`src/rtl/uart_tx_fifo_if.sv`:
```
// uart_tx_fifo_if: single-cycle request / registered response peripheral bus used by uart_tx_fifo.
interface uart_tx_fifo_if;
    logic        mem_valid;
    logic        mem_addr;
    logic [3:0]  mem_wstrb;
    logic [31:0] mem_wdata;
    logic [31:0] mem_rdata;
    logic        mem_ready;
    logic        mem_error;
    modport master (output mem_valid, mem_addr, mem_wstrb, mem_wdata, input mem_rdata, mem_ready, mem_error);
    modport slave (input mem_valid, mem_addr, mem_wstrb, mem_wdata, output mem_rdata, mem_ready, mem_error);
endinterface

```
`src/rtl/uart_tx_fifo.sv`:
```
// uart_tx_fifo: FIFO-buffered UART transmitter behind a DATA/STATUS register pair.
// Define UART_TX_PARITY_EN to insert a parity bit between the data bits and the stop bits.
module uart_tx_fifo #(
    parameter int CLOCK_DIV  = 868,
    parameter int DATA_BITS  = 8,
    parameter int STOP_BITS  = 1,
    parameter int FIFO_DEPTH = 16
) (
    input  logic          clock,
    input  logic          reset,
    uart_tx_fifo_if.slave bus,
    output logic          tx
);
    localparam int AW = $clog2(FIFO_DEPTH);
    localparam int CW = $clog2(CLOCK_DIV);
    localparam int BW = $clog2(DATA_BITS);
`ifdef UART_TX_PARITY_EN
    typedef enum logic [2:0] {IDLE, START, DATA, PARITY, STOP} state_t;
    localparam state_t POST_DATA = PARITY;
`else
    typedef enum logic [1:0] {IDLE, START, DATA, STOP} state_t;
    localparam state_t POST_DATA = STOP;
`endif
    state_t state, state_d;
    logic [DATA_BITS-1:0] mem [FIFO_DEPTH];
    logic [DATA_BITS-1:0] shift, head;
    logic [AW:0] wptr, rptr, count;
    logic [CW-1:0] baud_cnt;
    logic [BW-1:0] bit_idx;
    logic [31:0] status;
    logic parity_odd, empty, full, wr, push, pop, bit_end, last_data, last_stop, tx_d;
    logic unused_wdata;
`ifdef UART_TX_PARITY_EN
    logic par;
`endif
    assign empty = wptr == rptr;
    assign full = (wptr[AW] != rptr[AW]) && (wptr[AW-1:0] == rptr[AW-1:0]);
    assign count = wptr - rptr;
    assign head = mem[rptr[AW-1:0]];
    assign wr = |bus.mem_wstrb;
    assign push = bus.mem_valid && wr && !bus.mem_addr && !full;
    assign bit_end = baud_cnt == CW'(CLOCK_DIV - 1);
    assign last_data = bit_end && bit_idx == BW'(DATA_BITS - 1);
    assign last_stop = bit_end && bit_idx == BW'(STOP_BITS - 1);
    assign status = {16'h0, 8'(count), 4'h0, parity_odd, state != IDLE, full, empty};
    assign unused_wdata = ^bus.mem_wdata[31:DATA_BITS];
    // tx is registered from the current state, so the line trails the FSM by one cycle
    always_comb begin
        state_d = state;
        pop = 1'b0;
        tx_d = 1'b1;
        case (state)
            IDLE: begin
                pop = !empty;
                state_d = empty ? IDLE : START;
            end
            START: begin
                tx_d = 1'b0;
                state_d = bit_end ? DATA : START;
            end
            DATA: begin
                tx_d = shift[0];
                state_d = last_data ? POST_DATA : DATA;
            end
`ifdef UART_TX_PARITY_EN
            PARITY: begin
                tx_d = par ^ parity_odd;
                state_d = bit_end ? STOP : PARITY;
            end
`endif
            STOP: begin
                pop = last_stop && !empty;
                state_d = !last_stop ? STOP : empty ? IDLE : START;
            end
            default: state_d = IDLE;
        endcase
    end
    always_ff @(posedge clock) begin
        if (push) mem[wptr[AW-1:0]] <= bus.mem_wdata[DATA_BITS-1:0];
    end
    always_ff @(posedge clock) begin
        if (reset) begin
            state <= IDLE;
            wptr <= '0;
            rptr <= '0;
            baud_cnt <= '0;
            bit_idx <= '0;
            shift <= '0;
            tx <= 1'b1;
            parity_odd <= 1'b0;
            bus.mem_ready <= 1'b0;
            bus.mem_error <= 1'b0;
            bus.mem_rdata <= '0;
        end else begin
            state <= state_d;
            wptr <= wptr + (AW + 1)'(push);
            rptr <= rptr + (AW + 1)'(pop);
            baud_cnt <= (state == IDLE || bit_end) ? '0 : baud_cnt + CW'(1);
            bit_idx <= (state_d != state) ? '0 : bit_idx + BW'(bit_end);
            shift <= pop ? head : (state == DATA && bit_end) ? shift >> 1 : shift;
            tx <= tx_d;
            if (bus.mem_valid && bus.mem_addr && wr) parity_odd <= bus.mem_wdata[0];
            bus.mem_ready <= bus.mem_valid;
            bus.mem_error <= bus.mem_valid && !bus.mem_addr && (!wr || full);
            bus.mem_rdata <= (bus.mem_valid && bus.mem_addr && !wr) ? status : '0;
        end
    end
`ifdef UART_TX_PARITY_EN
    always_ff @(posedge clock) begin
        if (reset) par <= 1'b0;
        else if (pop) par <= ^head;
    end
`endif
endmodule

```
`src/flat_wrapper.sv`:
```
// flat-port wrapper written by rule: the top's interface ports become plain ports
module uart_tx_fifo_flat 
#(
    parameter int CLOCK_DIV  = 868,
    parameter int DATA_BITS  = 8,
    parameter int STOP_BITS  = 1,
    parameter int FIFO_DEPTH = 16
)
  (clock, reset, tx, bus_mem_valid, bus_mem_addr, bus_mem_wstrb, bus_mem_wdata, bus_mem_rdata, bus_mem_ready, bus_mem_error);
  uart_tx_fifo_if bus_i ();
  input  logic clock;
  input  logic reset;
  output logic tx;
  input wire logic [$bits(bus_i.mem_valid)-1:0] bus_mem_valid;
  input wire logic [$bits(bus_i.mem_addr)-1:0] bus_mem_addr;
  input wire logic [$bits(bus_i.mem_wstrb)-1:0] bus_mem_wstrb;
  input wire logic [$bits(bus_i.mem_wdata)-1:0] bus_mem_wdata;
  output wire logic [$bits(bus_i.mem_rdata)-1:0] bus_mem_rdata;
  output wire logic [$bits(bus_i.mem_ready)-1:0] bus_mem_ready;
  output wire logic [$bits(bus_i.mem_error)-1:0] bus_mem_error;
  assign bus_i.mem_valid = bus_mem_valid;
  assign bus_i.mem_addr = bus_mem_addr;
  assign bus_i.mem_wstrb = bus_mem_wstrb;
  assign bus_i.mem_wdata = bus_mem_wdata;
  assign bus_mem_rdata = bus_i.mem_rdata;
  assign bus_mem_ready = bus_i.mem_ready;
  assign bus_mem_error = bus_i.mem_error;
  uart_tx_fifo #(.CLOCK_DIV(CLOCK_DIV), .DATA_BITS(DATA_BITS), .STOP_BITS(STOP_BITS), .FIFO_DEPTH(FIFO_DEPTH)) u_core (.clock(clock), .reset(reset), .bus(bus_i), .tx(tx));
endmodule
```
`config.mk`:
```
export PLATFORM = sky130hd
export DESIGN_NAME = uart_tx_fifo_flat
export DESIGN_NICKNAME = d
export VERILOG_FILES = /design/src/rtl/uart_tx_fifo_if.sv /design/src/rtl/uart_tx_fifo.sv /design/src/flat_wrapper.sv
export SDC_FILE = /design/constraint.sdc
export NUM_CORES = 1
export LEC_CHECK = 0
export BUFFER_PORTS_ARGS = -buffer_cell sky130_fd_sc_hd__buf_4
export CELL_PAD_IN_SITES_DETAIL_PLACEMENT = 0
export CELL_PAD_IN_SITES_GLOBAL_PLACEMENT = 1
export CORE_MARGIN = 5
export CORE_UTILIZATION = 37
export DETAILED_ROUTE_END_ITERATION = 10
export PLACE_DENSITY_LB_ADDON = 0.05
export SETUP_SLACK_MARGIN = 0.2
export SYNTH_ARGS = -nofsm -noshare
export SYNTH_HDL_FRONTEND = slang
export SYNTH_SLANG_ARGS = --single-unit
```
`constraint.sdc`:
```
create_clock -name clock -period 9.2 [get_ports clock]
set_input_delay 2.3 -clock clock [delete_from_list [all_inputs] [get_ports clock]]
set_output_delay 2.3 -clock clock [all_outputs]
set_load 0.1 [all_outputs]
```
Word level (Yosys, flattened, before mapping)
Memory sizes are Yosys's and may differ from the RTL's. A register that Yosys moved wholly into a read port is not among the register bits. Index checks and enable logic that the tools add are counted.

Output and inout bits: 35. Memories: 1. Bits in latches: 0. Input port bits: 40. Bits in read-only memories: 0. Bits in writable memories: 128. Register bits after elaboration: 69. Logic and storage cells: 67.

Divide/modulo/power cells: 0. Shifts and indexed selects: 0. Muxes and demuxes: 12. Equal/unequal tests: 9. Order comparisons: 0. Bitwise operators: 1. Multiply operators: 0. Add/subtract/negate cells: 5. Reductions and logical operators: 27.

Memory list: u_core.mem (words 16, bits a word 8, rd ports 1, clocked after memory_dff 1, write ports 1, RTL line uart_tx_fifo.sv:25) `logic [DATA_BITS-1:0] mem [FIFO_DEPTH];`.

Operators by type and width (number): 8-bit 2-to-1 mux (2); 1-bit logical AND (13); 10-bit by 1-bit adder with 10-bit output (second input constant) (1); 5-bit by 1-bit adder with 5-bit output (2); 10-bit equality test (second input constant) (1); 2-bit case mux with 4 select lines (1); 2-bit OR reduction (3); 5-bit equality test (1); 5-bit subtractor (1); 2-bit equality test (second input constant) (2); 4-bit equality test (1); 1-bit zero test (4); 1-bit 2-to-1 mux (4); 2-bit 2-to-1 mux (2); 4-bit 2-to-1 mux (1); 1-bit case mux with 2 select lines (2); 2-bit nonzero test (2); 4-bit OR reduction (1); 3-bit by 1-bit adder with 3-bit output (1); 3-bit equality test (second input constant) (1); 3-bit zero test (1); 2-bit by 1-bit equality test with 1-bit output (second input constant) (1); 2-bit zero test (1); 1-bit logical OR (2); other kinds (3) (3).

Logic depth before layout (Yosys ltp)
Word-level depth: 6. Gate-level depth with buffers: 16. Mapped depth without buffers: 12.

Least setup slack after synthesis
Ideal clock, no wire load.

Path kind: input-to-reg. Start: in bus_mem_wstrb[1]. End: mem u_core.mem[0][0] (enable). Setup time: 0.383 ns. Arrival time: 3.759 ns. Stages on the path: 4. Required time: 8.817 ns. Path buffers: 0. Path slack: 5.058 ns. Cell sequence: nor4_1 -> nor4b_2 -> or3b_1 -> nor3_1.

Longest elaborated chain between the ends: 6.

RTL lines: start, declared (RTL line flat_wrapper.sv:16) `input wire logic [$bits(bus_i.mem_wstrb)-1:0] bus_mem_wstrb;`; 4-bit OR reduction (RTL line uart_tx_fifo.sv:40) `assign wr = |bus.mem_wstrb;`; 1-bit logical AND (3 in a row) (RTL line uart_tx_fifo.sv:41) `assign push = bus.mem_valid && wr && !bus.mem_addr && !full;`; 1-bit 2-to-1 mux (RTL line uart_tx_fifo.sv:79) `if (push) mem[wptr[AW-1:0]] <= bus.mem_wdata[DATA_BITS-1:0];`; 1-bit 2-to-1 mux (implied by the code) (RTL line uart_tx_fifo.sv:79); end, declared (RTL line uart_tx_fifo.sv:25).

Every way passes these cells.

Worst setup path after layout
Start: in bus_mem_addr. End: mem u_core.mem[0][5] (enable).

Longest elaborated chain between the ends: 5.

RTL lines: start, declared (RTL line flat_wrapper.sv:15) `input wire logic [$bits(bus_i.mem_addr)-1:0] bus_mem_addr;`; 1-bit zero test (RTL line uart_tx_fifo.sv:41); 1-bit logical AND (2 in a row) (RTL line uart_tx_fifo.sv:41); 1-bit 2-to-1 mux (RTL line uart_tx_fifo.sv:79); 1-bit 2-to-1 mux (implied by the code) (RTL line uart_tx_fifo.sv:79).

Every way passes these cells.

==> impl_metrics.toml <==
[yosys]
synth_area_leaders = "edfxtp_1, dfxtp_1, mux4_2, nand2_1, ha_1"
ys_types = 54
synth_top_area_share = 0.525
syn_area_sq_um = 7320
ys_seq_area_frac = 0.650
syn-instance-count = 500
yosysTopAreaCell = "edfxtp_1"
synth_edf_count = 128
ys_seq_elements = 174
synth_ff_type = "edfxtp_1"
syn_area_per_cell_sq_um = 14.6
ys_async_sr_fraction = 0
yosysWarnings = 0

[routing]
drt_wl_total_um = 15500
remaining_drc_errors = 0
drt_first_iter_violations = 217
ant_nets = 0
via_count = 3943
via_per_inst = 4.89
wire_per_inst_um = 19.2
drt_pre_antenna_iters = 4

[flow_run]
maxCapViolCount = 0

[global_route]
grt_pass1_vias = 4017
overflow = 0
antenna_found_initial = 0
grt_max_degree = 35
grt_pass1_wl_um = 23600
grt_usage = 0.144

[status]
status = "complete, no violations"

[timing]
hold_slack_ns = 0.437
fin_skew_ns = 0.0122
setup_tns_ns = 0
slew_violations = 0
fin_ws_ns = 4.85
timing.fmax_mhz = 230
worst_slew_margin_rel = 0.357
finalHoldViolCount = 0
period_share = 0.473
tightest_slew_ns = 0.957
rsz0062_at_grt = "no"
fin_crit_ns = 4.35
finalSetupViolCount = 0

[power]
p_leak_nw = 2.83
power_density_nw_per_um2 = 233
power_mw = 1.94
ir_drop_mv = 0.140

[finish]
layout.nets = 585
final_util = 0.427
drive_above_1_share = 0.210
final_cells = 807
design_area_sq_um = 8320
area_growth_pct = 13.5
num_antenna_cells = 0

[worst_setup_path]
cp_max_fo = 5
criticalPathCategory = "in2reg"
worstPathArrival_ns = 4.49
startpoint_type = "input pin"
reg2reg_depth = 9
cp-end-kind = "flip-flop"
reg2reg_setup_slack_ns = 5.04
worst-endpoint-required_ns = 9.34

[placement]
hpwl_um = 10100
dp_cells = 775
place_ws_ns = 4.39
dpl_cell_area_sq_um = 7710
numPortBuffers = 27
place.gp.congestion = 0.726

[clock_network]
clock-sinks = 174
post_cts_buffers = 0
postCtsResizedCells = 0
clockRootBuffer = "clkbuf_16"
clockBufferDepth = 2
cts_hold_buffers = 0
worstSkewPairLatency_ns = 0.43
clkTransAtPathRegs_ns = 0.07
cts_buffers = 17
cts_tree = "done"
htreeDepth = 4

[worst_hold_path]
hold_path_depth = 2
min_path_type = "reg2reg"

[floorplanning]
die_h_um = 151
initial_core_util = 0.376
die_x_um = 151
core_area_sq_um = 19500
die_area_sq_um = 22700
num_rows = 51
ios = 75
==> synthesized netlist by cell type (11+ instances only) <==
cell type  instances
nand3_1           17
inv_1             12
xor2_1            13
edfxtp_1         128
mux4_2            32
buf_4             23
clkbuf_1          11
a21oi_1           20
ha_1              15
dfxtp_1           46
nor4_1            11
nand2_1           53
nor2_1            39
==> per-layer routing <==
metal | wire (um) | share of wire | vias up | GRT usage
li1 | - | - | 1878 | -
met3 | 737 | 0.047 | 14 | 0.0355
met5 | 0 | 0 | - | 0
met4 | 179 | 0.012 | 0 | 0.0381
met1 | 7100 | 0.46 | 1971 | 0.196
met2 | 7520 | 0.48 | 80 | 0.232
==> placed cells by master (no fill, tap or decap), types with 7 or more instances in the layout <==
cell type / n
a21oi_1: 20
a311oi_2: 7
buf_4: 33
clkbuf_16: 17
conb_1: 23
dfxtp_1: 45
edfxtp_1: 128
ha_1: 15
inv_1: 12
mux4_2: 32
nand2_1: 53
nand3_1: 17
nor2_1: 39
nor4_1: 11
xor2_1: 13
==> where the power goes <==
group	switching, mW	internal, mW	total (mW)
sequential	0.0151	0.868	0.883
clock	0.320	0.411	0.731
combinational	0.206	0.117	0.323
==> area by class of cell <==
class,instances,area [sq um]
Fill cell,1808,11100
Sequential cell,174,4770
Multi-Input combinational cell,288,2310
Clock buffer,18,429
Tap cell,265,332
Timing Repair Buffer,33,248
Clock inverter,14,173
Inverter,15,56.3
==> sequential cells by signal, summed over array words and instances (netlist names) <==
signal,cells
u_core.baud_cnt,10
u_core.mem,128
u_core.parity_odd,1
u_core.bus.mem_rdata,9
u_core.tx,1
u_core.bit_idx,3
u_core.shift,8
u_core.state,2
u_core.bus.mem_ready,1
u_core.bus.mem_error,1
u_core.wptr,5
u_core.rptr,5
==> critical path, cell delays in order <==
cell	delay [ns]
buf_4	0.13
nor4b_2	0.56
or3b_1	0.46
nor3_1	0.75
buf_4	0.28
==> worst paths after layout <==
| kind | startpoint | endpoint |
|---|---|---|
| hold / removal | u_core.parity_odd$_SDFFE_PP0P_ | u_core.bus.mem_rdata[3]$_SDFF_PP0_ |
| setup / recovery | bus_mem_addr | u_core.mem[0][5]$_DFFE_PP_ |
| setup reg to reg | u_core.rptr[2]$_SDFF_PP0_ | u_core.mem[0][5]$_DFFE_PP_ |
| hold reg to reg | u_core.parity_odd$_SDFFE_PP0P_ | u_core.bus.mem_rdata[3]$_SDFF_PP0_ |
==> cells by family (layout without fill, tap and decap cells) <==
| group | after synthesis | count (layout) | synth area share |
|---|---|---|---|
| DFF | 174 | 174 | 0.650 |
| and+or+nand+nor | 156 | 156 | 0.107 |
| buffers and inverters | 60 | 80 | 0.0458 |
| AOI/OAI and AO/OA | 39 | 39 | 0.0419 |
| muxes | 34 | 34 | 0.101 |
| xor gates and xnor gates | 20 | 20 | 0.0249 |
| adders and majority gates | 16 | 16 | 0.0284 |
| other | 1 | 23 | 0.000512 |
No activity file was read; power rests on OpenSTA's default activity.
